[config.mk]
export PLATFORM = sky130hd
export DESIGN_NAME = commit_trace_fifo
export DESIGN_NICKNAME = d
export VERILOG_FILES = /design/src/rtl/commit_trace_fifo.sv
export SDC_FILE = /design/constraint.sdc
export NUM_CORES = 2
export LEC_CHECK = 0
export CORE_ASPECT_RATIO = 1.2
export CORE_UTILIZATION = 50
export CTS_CLUSTER_DIAMETER = 200
export CTS_CLUSTER_SIZE = 12
export DETAILED_ROUTE_END_ITERATION = 12
export PLACE_DENSITY_LB_ADDON = 0.08
export SLEW_MARGIN = 20
export SYNTH_ARGS = -nofsm -noshare
export SYNTH_HDL_FRONTEND = slang
export SYNTH_SLANG_ARGS = --single-unit
[constraint.sdc]
create_clock -name clk -period 6.7 [get_ports clk]
set_input_delay 1.34 -clock clk [delete_from_list [all_inputs] [get_ports clk]]
set_output_delay 1.34 -clock clk [all_outputs]
set_load 0.01 [all_outputs]
[src/rtl/commit_trace_fifo.sv]
// Commit trace FIFO: captures GRF writes (W stage) and stores (M stage) from the mips core
// and streams them, oldest first, with a cycle stamp over a valid/ready port.
module commit_trace_fifo #(
    parameter int DEPTH     = 16,
    parameter bit DROP_ZERO = 1'b1
) (
    input  logic        clk,
    input  logic        reset,
    input  logic        trace_en,
    input  logic        w_grf_we,
    input  logic [4:0]  w_grf_addr,
    input  logic [31:0] w_grf_wdata,
    input  logic [31:0] w_inst_addr,
    input  logic [3:0]  m_data_byteen,
    input  logic [31:0] m_data_addr,
    input  logic [31:0] m_data_wdata,
    input  logic [31:0] m_data_rdata,
    input  logic [31:0] m_inst_addr,
    output logic        out_valid,
    input  logic        out_ready,
    output logic        out_kind,
    output logic [31:0] out_pc,
    output logic [31:0] out_addr,
    output logic [31:0] out_data,
    output logic [31:0] out_cycle,
    output logic [15:0] drop_cnt,
    output logic        overflow
);

    localparam int AW = $clog2(DEPTH);

    typedef struct packed {
        logic        kind;
        logic [31:0] pc;
        logic [31:0] addr;
        logic [31:0] data;
        logic [31:0] cycle;
    } entry_t;

    entry_t      mem [DEPTH];
    logic [AW-1:0] wr_ptr;
    logic [AW-1:0] rd_ptr;
    logic [AW-1:0] wr_ptr_plus1;
    logic [AW:0]   count;
    logic [AW:0]   free_slots;
    logic [31:0]   cycle_cnt;

    logic        grf_ev;
    logic        mem_ev;
    logic        push_a;
    logic        push_b;
    logic        pop;
    logic [1:0]  n_events;
    logic [1:0]  n_push;
    logic [1:0]  n_drop;
    logic [16:0] drop_sum;
    logic [31:0] merged;
    entry_t      grf_entry;
    entry_t      mem_entry;
    entry_t      entry_a;
    entry_t      head;

    assign grf_ev = trace_en & w_grf_we & !(DROP_ZERO && (w_grf_addr == 5'd0));
    assign mem_ev = trace_en & (|m_data_byteen);

    always_comb begin
        merged = m_data_rdata;
        for (int i = 0; i < 4; i++) begin
            if (m_data_byteen[i]) merged[8*i +: 8] = m_data_wdata[8*i +: 8];
        end
    end

    assign grf_entry = '{kind: 1'b0, pc: w_inst_addr, addr: {27'd0, w_grf_addr},
                         data: w_grf_wdata, cycle: cycle_cnt};
    assign mem_entry = '{kind: 1'b1, pc: m_inst_addr, addr: {m_data_addr[31:2], 2'b00},
                         data: merged, cycle: cycle_cnt};
    assign entry_a   = grf_ev ? grf_entry : mem_entry;

    // Free space is judged on the pre-pop count, so a slot vacated this cycle is not reused.
    assign free_slots   = (AW+1)'(DEPTH) - count;
    assign push_a       = (grf_ev | mem_ev) && (free_slots != '0);
    assign push_b       = grf_ev && mem_ev && (free_slots >= (AW+1)'(2));
    assign n_events     = {1'b0, grf_ev} + {1'b0, mem_ev};
    assign n_push       = {1'b0, push_a} + {1'b0, push_b};
    assign n_drop       = n_events - n_push;
    assign drop_sum     = {1'b0, drop_cnt} + {15'd0, n_drop};
    assign wr_ptr_plus1 = wr_ptr + AW'(1);

    assign out_valid = (count != '0);
    assign pop       = out_valid & out_ready;
    assign head      = out_valid ? mem[rd_ptr] : '0;
    assign out_kind  = head.kind;
    assign out_pc    = head.pc;
    assign out_addr  = head.addr;
    assign out_data  = head.data;
    assign out_cycle = head.cycle;

    always_ff @(posedge clk) begin
        if (push_a) mem[wr_ptr] <= entry_a;
        if (push_b) mem[wr_ptr_plus1] <= mem_entry;
    end

    always_ff @(posedge clk or negedge reset) begin
        if (!reset) begin
            wr_ptr    <= '0;
            rd_ptr    <= '0;
            count     <= '0;
            cycle_cnt <= '0;
            drop_cnt  <= '0;
            overflow  <= 1'b0;
        end else begin
            cycle_cnt <= cycle_cnt + 32'd1;
            wr_ptr    <= wr_ptr + AW'(n_push);
            if (pop) rd_ptr <= rd_ptr + AW'(1);
            count     <= count + (AW+1)'(n_push) - (AW+1)'(pop);
            drop_cnt  <= drop_sum[16] ? 16'hFFFF : drop_sum[15:0];
            if (n_drop != 2'd0) overflow <= 1'b1;
        end
    end

endmodule

==> metrics.md <==
| Metric | Value |
|---|---|
| Status | `complete, but fails checks` |
| Failing checks | `DRC` |
| Fraction of the yosys area taken by sequential cells | `0.633` |
| Highest Signal Layer | `met5` |
| Grt total ovfl | `0` |
| Final setup fails | `0` |
| #FFs+latches synth | `2126` |
| Root Buffer | `clkbuf_16` |
| Worst-margin pin slew | `1160 ps` |
| Post-synthesis simple-gate area fraction | `0.0778` |
| Max Clock Freq | `178 MHz` |
| Leak | `35.8 nW` |
| Crit path required time | `5360 ps` |
| Routed via count | `62100` |
| Hold WS | `474 ps` |
| Worst Path Arrival | `4280 ps` |
| Initial antenna violation count | `31` |
| # fillers | `15500` |
| Max-Cap Viols | `0` |
| Commonest non-fill, non-tap cell in the layout | `edfxtp_1` |
| Number of CTS-inserted buffers | `195` |
| Mapped Nets | `6526` |
| Final core occ | `0.563` |
| Clk buf depth | `3` |
| RSZ-0062 raised after global routing | `no` |
| CP Max Fanout | `25` |
| Synth Area in XOR/XNOR | `0.00448` |
| Die height | `491 um` |
| Area after DPL | `106000 um2` |
| Core Rows | `179` |
| Final-stage net count | `6556` |
| First-pass GRT wire length | `459 mm` |
| GR Util All Layers | `0.321` |
| Io pins | `353` |
| Vias in the first global route | `62500` |
| Clk sinks | `2126` |
| Largest family of logic cells by synthesized area | `multiplexers` |
| Mux share of post-synthesis cell area | `0.152` |
| # resized after CTS | `0` |
| Final period util | `0.838` |
| Pwr dens | `409 nW/um2` |
| Slew HR | `0.226` |
| Peak VDD IR | `0.431 mV` |
| Post-route DRC violation count | `88` |
| Highest-count cells in the layout ignoring fill and taps | `edfxtp_1, and2_1, mux4_2` |
| Setup TNS | `0 ps` |
| Final hold vios | `0` |
| Estimated wirelength of the detail-placed design | `171 mm` |
| Final Wtd Congestion | `0.836` |
| Worst Clk Skew | `31.1 ps` |
| Max-slew violation count | `0` |
| Iteration-0 DRC Markers | `8150` |
| Netlist area before placement | `99600 um2` |
| Core area | `198000 um2` |
| Met3 wire len | `35.8 mm` |
| Gate Count Post-Synth | `6298` |
| Post-CTS Hold Fix Bufs | `0` |
| Synthesized area per cell | `15.8 um2` |
| Library cells used by synthesis | `54` |
| DRT met1 WL | `124 mm` |
| Adder-Cell Fraction of Synth Area | `0.00306` |
| Critical path startpoint category | `flip-flop` |
| CTS clk-pin slew, worst paths | `60 ps` |
| CTS tree | `built` |
| CP Class | `reg2out` |
| Area Growth Syn to Fin | `12.1%` |
| Initial core utilization | `0.503` |
| Routed WL per cell | `35.8 um` |
| Worst skew pair latency | `860 ps` |
| Post-CTS setup buffers | `0` |
| Tmin final | `5620 ps` |
| Post-route cell area | `112000 um2` |
| Largest net degree at the start of global routing | `111` |
| Detailed Routing Iterations Pass 1 | `9` |
| Yosys warning count | `0` |
| Met2 Wirelength | `153 mm` |
| Final ANT Viol Nets | `0` |
| Htree depth | `4` |
| Min-delay worst type | `reg2reg` |
| Synth Area in Compound Gates | `0.0956` |
| Die width | `409 um` |
| Final wirelength | `323 mm` |
| Crit. End Element | `output pin` |
| Die area | `201000 um2` |
| Overall power | `45.7 mW` |
| Vias/cell | `6.88` |
| Port Buffer Count | `350` |
| Layout cell share with drive strength beyond 1 | `0.184` |
-- registers in the layout (all words and copies together), names as in the netlist --
register / flops
overflow: 1
rd_ptr: 4
count: 5
drop_cnt: 16
mem: 2064
wr_ptr: 4
cycle_cnt: 32
-- layer usage --
layer,vias to the layer above,GRT usage
li1,25100,-
met1,32500,0.441
met2,3801,0.506
met3,725,0.0782
met4,40,0.0980
met5,-,0
-- cells by family after synthesis --
kind of cell / count (synthesis)
xor+xnor: 51
flops: 2126
compound gates: 1272
buf+inv: 791
simple gates: 1326
fa+ha+maj: 22
mux: 710
-- worst max-delay path: stages, from the launching register on --
cell	delay (ps)
dfrtp_4	920
buf_12	320
buf_4	370
mux4_2	590
mux4_2	550
and2_1	190
clkdlybuf4s50_1	470
-- stage by stage --
stage          setup slack [ps]  cells
2_1_floorplan              51.6   6298
3_3_place_gp                477   8754
3_5_place_dp                433   8754
4_1_cts                     981   9019
5_1_grt                     920   9021
6_report                   1080   9026
-- layout make-up --
type	instances	area, um2	area share
Multi-Input combinational cell	3381	33700	0.302
Tap cell	2624	3280	0.0294
Inverter	30	123	0.00110
Antenna cell	6	15.0	0.000134
Clock buffer	254	5160	0.0462
Timing Repair Buffer	594	6200	0.0555
Clock inverter	11	144	0.00129
Sequential cell	2126	63100	0.565
-- power by group --
group          internal, mW  switching (mW)  total [mW]
logic                  7.94            9.91        17.9
registers              16.9           0.787        17.7
clock network          5.33            4.85        10.2
-- cells in the mapped netlist (all sizes together) --
| library cell | number | area, um2 |
|---|---|---|
| a211o | 1 | 8.76 |
| and3 | 7 | 43.8 |
| nor4 | 5 | 31.3 |
| o21ai | 35 | 213 |
| a21oi | 118 | 703 |
| nand2 | 125 | 469 |
| xnor2 | 30 | 263 |
| fa | 4 | 80.1 |
| xor2 | 21 | 184 |
| nand4 | 11 | 68.8 |
| o211ai | 17 | 198 |
| o21a | 1 | 7.51 |
| o31a | 1 | 8.76 |
| and2 | 982 | 6140 |
| edfxtp | 2016 | 60500 |
| nand3b | 1 | 7.51 |
| buf | 342 | 1680 |
| a31oi | 18 | 113 |
| nand3 | 33 | 170 |
| nand2b | 6 | 37.5 |
| o2111ai | 1 | 15.0 |
| nand4b | 1 | 8.76 |
| o22ai | 480 | 3000 |
| or4 | 3 | 22.5 |
| a211oi | 3 | 32.5 |
| nor2b | 6 | 37.5 |
| dfxtp | 48 | 961 |
| ha | 18 | 225 |
| dfrtp | 62 | 1550 |
| mux2i | 64 | 641 |
| o221ai | 32 | 280 |
| a21o | 3 | 22.5 |
| o2111a | 1 | 11.3 |
| clkbuf | 419 | 1570 |
| o2bb2ai | 560 | 4900 |
| clkinv | 6 | 22.5 |
| or3 | 36 | 225 |
| inv | 24 | 90.1 |
| a2111oi | 1 | 8.76 |
| nor2 | 63 | 236 |
| and4 | 3 | 26.3 |
| mux2 | 1 | 11.3 |
| nor3 | 44 | 225 |
| mux4 | 645 | 14500 |
-- worst paths after layout --
| kind | slack (ps) | to | start | depth (start not counted) |
|---|---|---|---|---|
| worst max-delay path | 1080 | out_cycle[17] | rd_ptr[0] | 6 |
| worst min-delay path | 470 | overflow | overflow | 1 |
| worst max register to register | 1510 | drop_cnt[4] | count[2] | 16 |
| worst min register to register | 470 | overflow | overflow | 1 |
| max in group asynchronous | 5280 | rd_ptr[3] | reset | 1 |
| min in group asynchronous | 630 | drop_cnt[7] | reset | 1 |
Power figures use the tool's default switching activity.
